### src/rtl/ps2_pkg.sv
// Shared PS/2 link types and helpers, used by the host transmitter and the scan-code receiver.
package ps2_pkg;

  typedef enum logic [2:0] {
    IDLE,
    INHIBIT,
    REQ,
    SHIFT,
    STOP,
    RELEASE
  } ps2_tx_state_t;

  localparam int unsigned PS2_DATA_BITS = 8;
  localparam int unsigned PS2_ACK_EDGE  = 11;

  // Odd parity: the parity bit makes the total count of ones odd.
  function automatic logic ps2_odd_parity(input logic [PS2_DATA_BITS-1:0] data);
    return ~^data;
  endfunction

endpackage

### src/rtl/ps2_line_sync.sv
// Two-flop synchronizer for one PS/2 pad plus a registered falling-edge pulse.
module ps2_line_sync (
  input  logic clk_i,
  input  logic rst_i,
  input  logic line_i,
  output logic sync_o,
  output logic fall_o
);

  logic meta_q, sync_q, prev_q, fall_q;

  // Lines idle high, so reset to 1 to avoid a spurious edge after reset.
  always_ff @(posedge clk_i or posedge rst_i) begin
    if (rst_i) begin
      meta_q <= 1'b1;
      sync_q <= 1'b1;
      prev_q <= 1'b1;
      fall_q <= 1'b0;
    end else begin
      meta_q <= line_i;
      sync_q <= meta_q;
      prev_q <= sync_q;
      fall_q <= prev_q & ~sync_q;
    end
  end

  assign sync_o = sync_q;
  assign fall_o = fall_q;

endmodule

### src/rtl/ps2_command_transmitter.sv
// Host-to-device PS/2 command sender. Drives the pads only through open-drain enables;
// the tri-state buffers live in the CLOCK_50-domain wrapper.
module ps2_command_transmitter
  import ps2_pkg::*;
#(
  parameter int unsigned INHIBIT_CYCLES = 6000,
  parameter int unsigned TIMEOUT_CYCLES = 100000
) (
  input  logic                     CLOCK_50,
  input  logic                     reset,
  input  logic                     ps2_clk_in,
  input  logic                     ps2_dat_in,
  output logic                     ps2_clk_oe,
  output logic                     ps2_dat_oe,
  input  logic [PS2_DATA_BITS-1:0] i_command,
  input  logic                     i_send,
  output logic                     o_busy,
  output logic                     o_sent,
  output logic                     o_error
);

  localparam int unsigned CntMax   = (TIMEOUT_CYCLES > INHIBIT_CYCLES) ? TIMEOUT_CYCLES
                                                                       : INHIBIT_CYCLES;
  localparam int unsigned CntW     = $clog2(CntMax) + 1;
  localparam int unsigned ShW      = PS2_DATA_BITS + 1;
  localparam int unsigned StopEdge = PS2_ACK_EDGE - 1;

  localparam logic [CntW-1:0] InhibitLast = CntW'(INHIBIT_CYCLES - 1);
  localparam logic [CntW-1:0] TimeoutLast = CntW'(TIMEOUT_CYCLES - 1);

  logic clk_sync, clk_fall, dat_sync, unused_dat_fall;

  ps2_line_sync u_clk_sync (
    .clk_i  (CLOCK_50),
    .rst_i  (reset),
    .line_i (ps2_clk_in),
    .sync_o (clk_sync),
    .fall_o (clk_fall)
  );

  ps2_line_sync u_dat_sync (
    .clk_i  (CLOCK_50),
    .rst_i  (reset),
    .line_i (ps2_dat_in),
    .sync_o (dat_sync),
    .fall_o (unused_dat_fall)
  );

  ps2_tx_state_t   state_q, state_d;
  logic [CntW-1:0] cnt_q, cnt_d;
  logic [3:0]      idx_q, idx_d;
  logic [ShW-1:0]  sh_q, sh_d;
  logic            clk_oe_q, clk_oe_d;
  logic            dat_oe_q, dat_oe_d;
  logic            busy_q, busy_d;
  logic            sent_q, sent_d;
  logic            error_q, error_d;
  logic            timeout;

  always_comb begin
    state_d  = state_q;
    cnt_d    = cnt_q;
    idx_d    = idx_q;
    sh_d     = sh_q;
    dat_oe_d = dat_oe_q;
    sent_d   = 1'b0;
    error_d  = 1'b0;
    timeout  = 1'b0;

    // Device-clocked phases: the counter measures the gap since the last falling edge.
    if (state_q inside {REQ, SHIFT, STOP, RELEASE}) begin
      if (clk_fall) begin
        cnt_d = '0;
      end else if (cnt_q == TimeoutLast) begin
        timeout = 1'b1;
      end else begin
        cnt_d = cnt_q + 1'b1;
      end
    end

    case (state_q)
      IDLE: begin
        if (i_send) begin
          state_d = INHIBIT;
          sh_d    = {ps2_odd_parity(i_command), i_command};
          cnt_d   = '0;
          idx_d   = '0;
        end
      end
      INHIBIT: begin
        if (cnt_q == InhibitLast) begin
          state_d  = REQ;
          cnt_d    = '0;
          dat_oe_d = 1'b1;
        end else begin
          cnt_d = cnt_q + 1'b1;
        end
      end
      REQ: begin
        if (clk_fall) begin
          state_d  = SHIFT;
          dat_oe_d = ~sh_q[0];
          sh_d     = sh_q >> 1;
          idx_d    = 4'd1;
        end
      end
      SHIFT: begin
        // idx_q counts falling edges seen so far; the next one after parity is the stop edge.
        if (clk_fall) begin
          if (idx_q == 4'(StopEdge - 1)) begin
            state_d  = STOP;
            dat_oe_d = 1'b0;
          end else begin
            dat_oe_d = ~sh_q[0];
            sh_d     = sh_q >> 1;
            idx_d    = idx_q + 1'b1;
          end
        end
      end
      STOP: begin
        if (clk_fall) begin
          if (!dat_sync) begin
            state_d = RELEASE;
          end else begin
            state_d = IDLE;
            error_d = 1'b1;
          end
        end
      end
      RELEASE: begin
        if (clk_sync && dat_sync) begin
          state_d = IDLE;
          sent_d  = 1'b1;
        end
      end
      default: state_d = IDLE;
    endcase

    if (timeout && state_d != IDLE) begin
      state_d = IDLE;
      error_d = 1'b1;
    end

    if (state_d == IDLE) begin
      dat_oe_d = 1'b0;
      cnt_d    = '0;
      idx_d    = '0;
    end

    clk_oe_d = (state_d == INHIBIT);
    busy_d   = (state_d != IDLE);
  end

  always_ff @(posedge CLOCK_50 or posedge reset) begin
    if (reset) begin
      state_q  <= IDLE;
      cnt_q    <= '0;
      idx_q    <= '0;
      sh_q     <= '0;
      clk_oe_q <= 1'b0;
      dat_oe_q <= 1'b0;
      busy_q   <= 1'b0;
      sent_q   <= 1'b0;
      error_q  <= 1'b0;
    end else begin
      state_q  <= state_d;
      cnt_q    <= cnt_d;
      idx_q    <= idx_d;
      sh_q     <= sh_d;
      clk_oe_q <= clk_oe_d;
      dat_oe_q <= dat_oe_d;
      busy_q   <= busy_d;
      sent_q   <= sent_d;
      error_q  <= error_d;
    end
  end

  assign ps2_clk_oe = clk_oe_q;
  assign ps2_dat_oe = dat_oe_q;
  assign o_busy     = busy_q;
  assign o_sent     = sent_q;
  assign o_error    = error_q;

endmodule

### config.mk
export PLATFORM = sky130hd
export DESIGN_NAME = ps2_command_transmitter
export DESIGN_NICKNAME = d
export VERILOG_FILES = /design/src/rtl/ps2_pkg.sv /design/src/rtl/ps2_line_sync.sv /design/src/rtl/ps2_command_transmitter.sv
export SDC_FILE = /design/constraint.sdc
export NUM_CORES = 1
export LEC_CHECK = 0
export BUFFER_PORTS_ARGS = -buffer_cell sky130_fd_sc_hd__buf_2
export CORE_MARGIN = 1
export CORE_UTILIZATION = 60
export DETAILED_ROUTE_END_ITERATION = 10
export PLACE_DENSITY = 0.79
export SETUP_SLACK_MARGIN = 0.1
export SYNTH_ARGS = -nofsm -noshare
export SYNTH_HDL_FRONTEND = slang
export SYNTH_SLANG_ARGS = --single-unit
### constraint.sdc
create_clock -name CLOCK_50 -period 2.37 [get_ports CLOCK_50]
set_input_delay 0.3555 -clock CLOCK_50 [delete_from_list [all_inputs] [get_ports CLOCK_50]]
set_output_delay 0.3555 -clock CLOCK_50 [all_outputs]
set_load 0.02 [all_outputs]
* After elaboration in Yosys (flattened, before gate mapping)
Index checks and enable logic that the tools add are counted.
** Storage, ports and cells
- Register bits :: 45
- Output and inout bits :: 5
- Logic and storage cells :: 95
** Cells by class
- Add/sub/neg operators :: 2
- Eq/ne operators :: 18
- Muxes and demuxes :: 43
- Bitwise logic cells :: 3
- Reduce and logical (&&, ||, !) cells :: 14
** Operators by type and width (number)
- 18-bit two-way mux :: 6
- 9-bit two-way mux :: 4
- 18-bit case mux with 2 select lines :: 1
- 3-bit two-way mux :: 9
- 9-bit case mux with 3 select lines :: 1
- 4-bit two-way mux :: 5
- 18-bit by 1-bit adder with 18-bit output, second input constant :: 1
- 18-bit by 13-bit equality test with 1-bit output, second input constant :: 1
- 18-bit by 17-bit equality test with 1-bit output, second input constant :: 1
- 3-bit case mux with 6 select lines :: 1
- 1-bit two-way mux :: 14
- 4-bit case mux with 3 select lines :: 1
- 4-bit nonzero test :: 3
- 5-bit AND reduction :: 2
- 3-bit nonzero test :: 3
- 8-bit XNOR reduction :: 1
- 3-bit by 1-bit equality test with 1-bit output, second input constant :: 2
- 3-bit by 2-bit equality test with 1-bit output, second input constant :: 2
- 3-bit equality test, second input constant :: 2
- 3-bit logical NOT :: 2
- 3-bit by 1-bit inequality test with 1-bit output, second input constant :: 2
- 3-bit inequality test, second input constant :: 2
- 4-bit by 1-bit adder with 4-bit output, second input constant :: 1
- 4-bit equality test, second input constant :: 1
- other kinds (8) :: 12

* Longest topological paths before layout
Gate-level depths: netlist (run 1).
- Word-level depth :: 10
- Mapped depth :: 8

* Cells and area by module
A second synthesis (run 1) with hierarchy kept.
** Second synthesis, totals
- Cell total of the unflattened synthesis :: 274
- Area, all modules :: 2625.0 um^2
** By module, submodules not included
- ps2_command_transmitter :: times used 1, cells an instance 262, area an instance 2382.3 um^2, seq. area each 975.9 um^2
- ps2_line_sync :: times used 2, cells an instance 6, area an instance 121.4 um^2, seq. area each 103.8 um^2

* Worst setup path before layout (run 1)
Ideal clock, no wire load.
- Path type :: register -> register
- Start :: register cnt_q[5]
- End :: register cnt_q[2]
- Library setup time :: 88 ps
- Arrival :: 2087 ps
- Required time :: 2282 ps
- Setup slack :: 195 ps
- Cell stages (with the launch flop) :: 7
- Path buffers :: 1
- Period minus slack after synthesis :: 2175 ps
- Path through :: dfrtp_1 > buf_6 > or4b_4 > o41a_1 > or3_4 > and3_4 > a211oi_2
** On the way
- Word-level cells in the longest chain between the ends :: 8
- Elaborated cells between the ends (all ways) :: 18
- Classes of those cells :: 2 x eq/ne; 13 x mux; 3 x reduce/logical
** RTL lines
- from (decl) :: line ps2_command_transmitter.sv:50 : logic [CntW-1:0] cnt_q, cnt_d;
- from (signal assigned) :: line ps2_command_transmitter.sv:167 : cnt_q <= cnt_d;
- 18-bit by 13-bit equality test with 1-bit output or 18-bit by 17-bit equality test with 1-bit output (tied branches) :: line ps2_command_transmitter.sv:91, ps2_command_transmitter.sv:74
- 3-bit two-way mux or 1-bit two-way mux (tied branches) :: line ps2_command_transmitter.sv:91, ps2_command_transmitter.sv:74
- 3-bit case mux with 6 select lines or 1-bit two-way mux (tied branches) :: line ps2_command_transmitter.sv:81, ps2_command_transmitter.sv:72
- 3-bit nonzero test or 1-bit two-way mux (tied branches) :: line ps2_command_transmitter.sv:139, ps2_command_transmitter.sv:71
- 1-bit logical AND :: line ps2_command_transmitter.sv:139 : if (timeout && state_d != IDLE) begin
- 3-bit two-way mux :: line ps2_command_transmitter.sv:139
- 3-bit logical NOT :: line ps2_command_transmitter.sv:144 : if (state_d == IDLE) begin
- 18-bit two-way mux * :: line ps2_command_transmitter.sv:144
- via cnt_d[2] :: line ps2_command_transmitter.sv:50
Mark *: on every way through the listed nets, which the timed path passes. The rest lies on a longest branch.
A chain may end at the register's enable or synchronous reset.

* Final worst setup path (run 1)
- Start :: register cnt_q[7]
- End :: register cnt_q[5]
Same word-level chain as after synthesis.

==> impl_results.md, run 1 <==
* Top_reg_cell synth: dfrtp_1
* Ant. Diodes at 0
* Die H at 67.3 um
* Placement-stage cell area at about 2800 um^2
* Period utilization at 93.5%
* Fmax at around 450 MHz
* Setup TNS at 0 ns
* Via Count at between 2000 and 2500
* Reg2reg end: cnt_q[5]
* CORE AREA at a little over 4000 um^2
* Endpoint type of the worst setup path: register
* Reg2reg path depth at 5
* Largest net degree at the start of global routing at 28
* Worst EP required at about 2.5 ns
* Multi-input gate area in the final layout at 1360 um^2
* Clock transition at the registers of the reported paths at ~0.08 ns
* CP Launch Type: register
* Max-cap violations at 0
* Cell area after synthesis at roughly 2600 um^2
* Final WS setup at 0.155 ns
* Critical path arrival at 2.39 ns
* RSZ-0062 raised after global routing: true
* Share of cells above drive strength 1 at around 22%
* Total I/O pin count at 18
* Worst VDD drop at slightly below 0.0005 V
* Final setup violation count at 0
* Yosys warns at 0
* Leakage at 1.23 nW
* Synthesized flop and latch total at 45
* Crit-path max FO at 7
* Post-synth cell types at between 50 and 60
* Vias in the first global route at roughly 2000
* DRC viols at 0
* Die Span X at 67.3 um
* Worst skew pair latency at 0.29 ns
* Final Power at 1.72 mW
* Post-Route WL at 5.74 mm
* First-pass GRT wire length at 9.28 mm
* Post-synth EDFFs at 0
* Final Util at 71.6%
* Pwr dens at 590 nW/um^2
* Vias/cell at 6.28
* Initial antenna violation count at 0
* Root Buffer: clkbuf_8
* Status: finished, final reports clean
* Initial Util at 63.1%
* Worst Clk Skew at 0.00228 ns
* First DRT Iteration DRCs at roughly 180
* CTS tree: done
* Reg area at between 1000 and 1500 um^2
* Slew Viols, Final at 0
* Sink Count at 45
* Final Non-Filler Cells at roughly 360
* Non-Filler Cell Area, Final at approximately 2900 um^2
* Gr ovfl total at 0
* Max Root-Sink Buffers at 2
* H-Tree Depth at 2
* Worst hold path type: primary input to async pin
* Dpl cells at between 300 and 400
* Syn_nets at 292
* All-Layer GR Usage at 27.7%
* Synth Area per Inst at 9.28 um^2
* Average wire per standard cell at 16.1 um
* Total CTS buffers at 5
* CP Class: register to register
* Final #Nets at around 320
* Dpl ws at 0.147 ns
* Area growth, synth to finish at 13.5%
* Worst-margin pin slew at ~0.63 ns
* DRT Pass-1 Iters at 5
* Worst R2R Setup Slack at between 0.15 and 0.2 ns
* Asr flop ratio synth at 100%
* I/O Buffers at 17
* GPL Wtd Cong at about 0.92
* Filler cells at 306
* Post-Syn Instances at about 280
* Final Critical Period at 2.22 ns
* FF-to-FF Start: cnt_q[7]
* Detailed Place HPWL at 4.10 mm
* Seq/Total Area, Yosys at 44.2%
* Die area at roughly 4500 um^2
* Slew headroom at 58.2%
* Site Rows at 23
* Hold_ws at 0.0337 ns
* Routed Antenna Nets at 0
* Final hold viol count at 0
## flip-flops by register name, indices dropped and copies added (netlist names)
| register | cells |
|---|---|
| ps2_clk_oe | 1 |
| u_clk_sync.meta_q | 1 |
| cnt_q | 18 |
| o_busy | 1 |
| u_dat_sync.sync_o | 1 |
| state_q | 3 |
| u_clk_sync.fall_o | 1 |
| ps2_dat_oe | 1 |
| idx_q | 4 |
| u_dat_sync.meta_q | 1 |
| sh_q | 9 |
| o_sent | 1 |
| o_error | 1 |
| u_clk_sync.prev_q | 1 |
| u_clk_sync.sync_o | 1 |
## cell families after synthesis
| group | share of synthesized area [%] |
|---|---|
| compound gates | 20.0 |
| xor+xnor | 4.11 |
| fa+ha+maj | 1.47 |
| buf+inv | 4.01 |
| flops | 44.2 |
| mux | 3.96 |
| simple gates | 22.2 |
## cell usage in the layout, fill, tap and decap left out, types with 3 or more instances in the layout
cell / n
o21bai_1: 5
mux2i_1: 9
or4_1: 3
nand3_1: 5
nand4_1: 5
o21a_1: 4
o21ai_0: 13
and4_1: 3
nor2b_1: 3
nor3b_1: 5
a211oi_1: 10
buf_4: 17
nor3_1: 9
o211ai_1: 3
buf_2: 17
clkbuf_8: 5
nand4b_1: 3
a21oi_1: 26
xnor2_1: 11
o311ai_0: 3
dfstp_2: 5
nor2_1: 29
nand2_1: 17
inv_1: 12
dfrtp_1: 39
## how the worst max path moves through the flow
stage | from | endpoint
after global placement | cnt_q[7] | cnt_q[15]
after detailed placement | cnt_q[7] | cnt_q[7]
after CTS | cnt_q[0] | cnt_q[16]
after floorplan | cnt_q[5] | cnt_q[2]
after global routing | cnt_q[7] | cnt_q[5]
final | cnt_q[7] | cnt_q[5]
## Yosys cell counts (4+ instances only)
library cell,number,area [um^2]
xnor2_1,11,96.3
clkbuf_1,10,37.5
nand2_1,17,63.8
o21a_1,4,30.0
mux2i_1,9,90.1
nor3b_1,5,37.5
o21bai_1,5,37.5
dfstp_2,5,131
nand4_1,5,31.3
nor3_1,10,50.1
a211oi_1,10,75.1
dfrtp_1,40,1000
nor2_1,29,109
a21oi_1,28,140
inv_1,13,48.8
o21ai_0,13,65.1
nand3_1,6,30.0
## worst max-delay path, stage by stage, from the launching register on
cell and delay [ns]:
dfrtp_1 0.44, or4b_2 0.72, o31ai_1 0.25, o211ai_1 0.24
a211oi_1 0.35, a211oi_1 0.09
## layout make-up
type                       instances  area share (%)
clock inverter                     2           0.517
sequential                        45            39.0
inverter                          13            1.68
tap                               50            2.15
clock buffer                       6            2.50
multi-input combinational        206            46.8
timing repair buffer              34            7.32
## metal layers
metal	vias up	GRT usage (%)	share of wire (%)
li1	1066	-	-
met1	1068	37.0	46
met2	88	42.8	46
met3	12	6.76	5.9
met4	0	11.4	1.5
met5	-	0	0
## timing repair
action                                  4_1_cts  5_1_grt
buffers inserted                              0        1
hold buffers                                  0        0
resized for setup                             0        8
hold endpoints to repair                      0        0
endpoints found under the setup margin        0       17
## where the power goes
group | internal [mW] | switching [mW] | leakage [nW]
Sequential | 0.860 | 0.0799 | 0.557
Combinational | 0.147 | 0.160 | 0.639
Clock | 0.208 | 0.260 | 0.0374
Power figures use the tool's default switching activity.
==> run 2: changes to the inputs <==
--- a/config.mk
+++ b/config.mk
@@ -8,6 +8,7 @@
 export BUFFER_PORTS_ARGS = -buffer_cell sky130_fd_sc_hd__buf_2
 export CORE_MARGIN = 1
 export CORE_UTILIZATION = 60
+export CTS_BUF_LIST = sky130_fd_sc_hd__clkbuf_16
 export DETAILED_ROUTE_END_ITERATION = 10
 export PLACE_DENSITY = 0.79
 export SETUP_SLACK_MARGIN = 0.1
==> run 2 against run 1 <==
Net effect: maximum frequency increased by 1.1%; power increased by 12%; sequential power increased by 0.5%; combinational power about the same; flip-flop and latch count unchanged; critical path type unchanged; register-to-register slack improved by 0.02 ns; critical path depth unchanged; clock skew increased by 0.0032 ns; via count about the same; count of clock-buffer cells in the layout decreased by 1; design area increased by 2.0%.
==> impl_results.md, run 2 (same netlist as run 1, synthesis figures left out) <==
* Vias/cell at 6.27 (about the same)
* All-Layer GR Usage at 28.3% (+0.54 points)
* Max-cap violations at 0 (unchanged)
* CTS tree: done
* Post-Route WL at 5.81 mm (+1.1%)
* Detailed Place HPWL at 4.10 mm (unchanged)
* Slew Viols, Final at 0 (unchanged)
* Crit-path max FO at 6 (-1)
* First-pass GRT wire length at 9.38 mm (+1.0%)
* Vias in the first global route at 1995 (-1.8%)
* Max Root-Sink Buffers at 2 (unchanged)
* CP Launch Type: register
* Max reg flops at 18 (unchanged)
* GPL Wtd Cong at 0.925 (unchanged)
* Sink Count at 45 (unchanged)
* Root Buffer: clkbuf_16
* Die Span X at 67.3 um (unchanged)
* FF-to-FF Start: cnt_q[8]
* Site Rows at 23 (unchanged)
* Period utilization at 92.5% (-0.98 points)
* Worst hold path type: primary input to async pin
* Leakage at 1.27 nW (+2.9%)
* Clock transition at the registers of the reported paths at 0.06 ns (-0.02 ns)
* Final Util at 73.0% (+1.4 points)
* Via Count at 2232 (-0.090%)
* Worst-margin pin slew at 0.589 ns (-0.0373 ns)
* Final WS setup at 0.178 ns (+0.0233 ns)
* Initial antenna violation count at 0 (unchanged)
* Fmax at 456 MHz (+1.1%)
* Final hold viol count at 0 (unchanged)
* CORE AREA at 4060 um^2 (unchanged)
* Pwr dens at 651 nW/um^2 (+10%)
* Die H at 67.3 um (unchanged)
* Worst EP required at 2.57 ns (+0.03 ns)
* Worst Clk Skew at 0.00550 ns (+0.00322 ns)
* CP Class: register to register
* Reg area at 1130 um^2 (-0.11%)
* Reg2reg path depth at 5 (unchanged)
* Endpoint type of the worst setup path: register
* Commonest non-fill, non-tap cell in the layout: dfrtp_1
* Largest registers: cnt_q x18, sh_q x9, idx_q x4
* Final Critical Period at 2.19 ns (-0.0233 ns)
* I/O Buffers at 17 (unchanged)
* Initial Util at 63.1% (unchanged)
* Status: finished, final reports clean
* Dpl ws at 0.147 ns (unchanged)
* H-Tree Depth at 2 (unchanged)
* DRC viols at 0 (unchanged)
* Average wire per standard cell at 16.3 um (+1.1%)
* Final setup violation count at 0 (unchanged)
* Hold buffers post-CTS at 0 (unchanged)
* Total CTS buffers at 5 (unchanged)
* Die area at 4530 um^2 (unchanged)
* Worst R2R Setup Slack at 0.18 ns (+0.02 ns)
* Ant. Diodes at 0 (unchanged)
* RSZ-0062 raised after global routing: true
* Commonest cells after routing, fill and taps aside: dfrtp_1, nor2_1, a21oi_1
* Hold_ws at 0.0413 ns (+0.00763 ns)
* First DRT Iteration DRCs at 190 (+8.6%)
* DRT Pass-1 Iters at 4 (-1)
* CP peak stage delay at 0.53 ns (-0.19 ns)
* Largest net degree at the start of global routing at 28 (unchanged)
* Slowest CP cell: or4b_4
* Reg2reg end: cnt_q[2]
* Critical path arrival at 2.40 ns (about the same)
* Routed Antenna Nets at 0 (unchanged)
* Slew headroom at 60.7% (+2.5 points)
* Worst skew pair latency at 0.29 ns (about the same)
* Setup TNS at 0 ns (unchanged)
* Filler cells at 291 (-4.9%)
* Total I/O pin count at 18 (unchanged)
* Worst VDD drop at 0.000516 V (+3.7%)
* Area growth, synth to finish at 15.8%
* CP Cell Sequence: or4b_4, o41a_1, or3_4, and3_4, a211oi_2
* Most flop-heavy register: cnt_q
* Multi-input gate area in the final layout at 1360 um^2 (+0.18%)
* Share of cells above drive strength 1 at 21.2% (-0.33 points)
* Gr ovfl total at 0 (unchanged)
* Final #Nets at 321 (unchanged)
-- run 2: cell count changes in the layout (fill, tap and decap cells not counted), sizes merged --
| cell | delta |
|---|---|
| inv | +1 |
| clkbuf | -1 |
-- run 2: critical path, delay by kind of cell, from the launching register on --
kind             cells  cell delay [ns]
flip-flops           1             0.43
AO/OA/AOI/OAI        2             0.54
AND/OR/NAND/NOR      3             1.14
-- run 2: metrics by stage --
stage / cells / area [um^2] / total power [mW]
final: 356 / 2960 / 1.93
after global routing: 356 / 2960 / 2.03
after CTS: 355 / 2920 / 1.92
after detailed placement: 347 / 2770 / 1.25
after global placement: 347 / 2770 / 1.24
after floorplan: 276 / 2560 / 1.17
-- run 2: worst max-delay path by stage --
| stage | from | to | slack [ns] | cells past startpoint |
|---|---|---|---|---|
| 6_report | cnt_q[8] | cnt_q[2] | 0.18 | 5 |
| 5_1_grt | cnt_q[7] | cnt_q[3] | 0.08 | 6 |
| 4_1_cts | state_q[0] | cnt_q[4] | 0.13 | 6 |
| 3_5_place_dp | cnt_q[7] | cnt_q[7] | 0.15 | 5 |
| 3_3_place_gp | cnt_q[7] | cnt_q[15] | 0.16 | 6 |
| 2_1_floorplan | cnt_q[5] | cnt_q[2] | 0.19 | 6 |
-- run 2: layout make-up --
cell class / instances / area share (%)
inverter: 13 / 1.65
sequential: 45 / 38.2
clock buffer: 5 / 4.22
timing repair buffer: 34 / 7.18
tap: 50 / 2.11
clock inverter: 3 / 0.633
multi-input combinational: 206 / 46.0
-- run 2: where the power goes --
| group | total, mW | internal, mW | switching [mW] |
|---|---|---|---|
| Combinational | 0.304 | 0.145 | 0.158 |
| Sequential | 0.945 | 0.862 | 0.0832 |
| Clock | 0.681 | 0.386 | 0.294 |
| Total | 1.93 | 1.39 | 0.536 |
-- run 2: what timing repair did --
action,in CTS,in global routing
resized for setup,0,7
endpoints found under the setup margin,0,17
buffers inserted,0,1
-- run 2: metal layers --
metal | up-vias | global-route usage, % | part of all wire (%)
met5 | - | 0 | 0
li1 | 1073 | - | -
met1 | 1069 | 38.1 | 46
met4 | 0 | 13.0 | 2.2
met2 | 73 | 43.0 | 45
met3 | 17 | 6.08 | 6.2
==> run 3: changes to the inputs <==
--- a/config.mk
+++ b/config.mk
@@ -10,7 +10,8 @@
 export CORE_UTILIZATION = 60
 export CTS_BUF_LIST = sky130_fd_sc_hd__clkbuf_16
 export DETAILED_ROUTE_END_ITERATION = 10
-export PLACE_DENSITY = 0.79
+export GPL_TIMING_DRIVEN = 0
+export PLACE_DENSITY_LB_ADDON = 0.2
 export SETUP_SLACK_MARGIN = 0.1
 export SYNTH_ARGS = -nofsm -noshare
 export SYNTH_HDL_FRONTEND = slang
==> run 3 against run 2 <==
Net effect: register-to-register slack got worse by 0.10 ns; count of clock-buffer cells in the layout did not move; sequential share of layout area fell by 2.0 points; sequential power rose by 2.2%; highest routed layer unchanged; die area did not move; non-clock buffer count rose by 9; flip-flop and latch count did not move; combinational power rose by 27%; clock skew rose by 0.0025 ns; clock power rose by 16%; setup slack got worse by 0.10 ns; critical endpoint is now cnt_q[4].
==> impl_results.md, run 3 (same netlist as run 1, synthesis figures left out) <==
* Root Buffer: clkbuf_16
* CTS tree: done
* Pwr dens at 684 nW/um^2 (+5.1%)
* CORE AREA at 4060 um^2 (unchanged)
* First-pass GRT wire length at 10.3 mm (+10%)
* Final WS setup at 0.0754 ns (-0.103 ns)
* Max-cap violations at 0 (unchanged)
* All-Layer GR Usage at 30.9% (+2.6 points)
* Period utilization at 96.8% (+4.3 points)
* Die area at 4530 um^2 (unchanged)
* Buf/Inv on CP at 2 (+2)
* Ant. Diodes at 0 (unchanged)
* Worst Clk Skew at 0.00798 ns (+0.00248 ns)
* Crit-path max FO at 10 (+4)
* Vias in the first global route at 2171 (+8.8%)
* Die H at 67.3 um (unchanged)
* Site Rows at 23 (unchanged)
* DRT Pass-1 Iters at 7 (+3)
* Clock transition at the registers of the reported paths at 0.07 ns (about the same)
* Post-Route WL at 6.84 mm (+18%)
* Final setup violation count at 0 (unchanged)
* Worst-margin pin slew at 0.648 ns (+0.0592 ns)
* Most flop-heavy register: cnt_q
* Slew headroom at 56.8% (-3.9 points)
* Final hold viol count at 0 (unchanged)
* Reg2reg path depth at 7 (+2)
* Initial antenna violation count at 0 (unchanged)
* Share of cells above drive strength 1 at 25.7% (+4.5 points)
* FF-to-FF Start: state_q[2]
* First DRT Iteration DRCs at 307 (+62%)
* Total CTS buffers at 5 (unchanged)
* Commonest cells after routing, fill and taps aside: dfrtp_1, nor2_1, a21oi_1
* Largest registers: cnt_q x18, sh_q x9, idx_q x4
* I/O Buffers at 17 (unchanged)
* Setup TNS at 0 ns (unchanged)
* Via Count at 2406 (+7.8%)
* RSZ-0062 raised after global routing: true
* Final Critical Period at 2.29 ns (+0.103 ns)
* Worst skew pair latency at 0.29 ns (about the same)
* Initial Util at 63.1% (unchanged)
* Worst hold path type: primary input to async pin
* Max Root-Sink Buffers at 2 (unchanged)
* Area growth, synth to finish at 22.5%
* Dominant delay contributor by cell family on the critical path: simple AND/OR/NAND/NOR gates
* Slowest CP cell: dfrtp_1
* Worst EP required at 2.55 ns (-0.02 ns)
* Detailed Place HPWL at 4.18 mm (+2.0%)
* CP Class: register to register
* Hold buffers post-CTS at 0 (unchanged)
* Gr ovfl total at 0 (unchanged)
* Average wire per standard cell at 18.7 um (+15%)
* CP Cell Sequence: clkbuf_1, nor3b_1, o31ai_1, o211ai_1, buf_4, nand3_2, a221oi_1
* Routed Antenna Nets at 0 (unchanged)
* CP Launch Type: register
* H-Tree Depth at 2 (unchanged)
* Status: finished, final reports clean
* Fmax at 436 MHz (-4.5%)
* DRC viols at 0 (unchanged)
* Total I/O pin count at 18 (unchanged)
* Worst VDD drop at 0.000453 V (-12%)
* CP peak stage delay at 0.49 ns (-0.04 ns)
* Worst R2R Setup Slack at 0.08 ns (-0.10 ns)
* Dpl ws at -0.104 ns (-0.251 ns)
* Max reg flops at 18 (unchanged)
* Largest net degree at the start of global routing at 24 (-14%)
* Vias/cell at 6.59 (+5.1%)
* Endpoint type of the worst setup path: register
* Reg2reg end: cnt_q[4]
* Slew Viols, Final at 0 (unchanged)
* Final #Nets at 330 (+2.8%)
* Critical path arrival at 2.48 ns (+0.08 ns)
* Commonest non-fill, non-tap cell in the layout: dfrtp_1
* GPL Wtd Cong at 0.850 (-8.1%)
* Sink Count at 45 (unchanged)
* Die Span X at 67.3 um (unchanged)
* Leakage at 1.33 nW (+4.9%)
==> run 3: cell count changes in the layout (fill, tap and decap cells not counted), sizes merged <==
cell | previous run | this run
clkinv | 0 | 1
clkbuf | 5 | 14
bufinv | 0 | 1
clkinvlp | 2 | 0
==> run 3: timing repair <==
item                                    in CTS  in global routing
endpoints found under the setup margin      29                 29
setup buffers                                4                 10
resized for setup                           11                 31
pin swaps                                    5                 13
==> run 3: area by class of cell <==
cell class	count	area, um^2
Multi-Input combinational cell	206	1430
Tap cell	50	62.6
Sequential cell	45	1140
Clock inverter	3	42.5
Timing Repair Buffer	32	229
Clock buffer	5	125
Buffer	11	57.6
Fill cell	249	922
Inverter	13	48.8
==> run 3: how the worst max path moves through the flow <==
stage	slack, ns	end	cells after the start	start
3_5_place_dp	-0.10	cnt_q[4]	7	state_q[2]
4_1_cts	0.10	cnt_q[9]	7	cnt_q[8]
2_1_floorplan	0.19	cnt_q[2]	6	cnt_q[5]
6_report	0.08	cnt_q[4]	7	state_q[2]
3_3_place_gp	-0.06	cnt_q[4]	7	state_q[2]
5_1_grt	-0.002	cnt_q[10]	6	cnt_q[7]
==> run 3: layer usage <==
metal / track usage, % / wire, um / part of all wire, %
met1: 41.0 / 2850 / 42
met2: 48.0 / 3410 / 50
met3: 7.60 / 463 / 6.8
met4: 12.5 / 118 / 1.7
met5: 0 / 0 / 0
==> run 3: metrics by stage <==
stage	std cells	utilization [%]	cell area (um^2)	power, mW	hold WS [ns]
6_report	365	77.3	3140	2.14	0.104
5_1_grt	365	77.3	3140	2.22	0.148
4_1_cts	355	73.3	2970	2.05	0.124
3_5_place_dp	344	67.4	2740	1.26	0.348
3_3_place_gp	343	66.7	2710	1.23	0.345
2_1_floorplan	276	-	2560	1.17	0.345
==> run 3: power by group <==
group	internal (mW)	total (mW)	switching, mW
clock	0.495	0.793	0.298
sequential	0.864	0.966	0.102
combinational	0.202	0.385	0.183
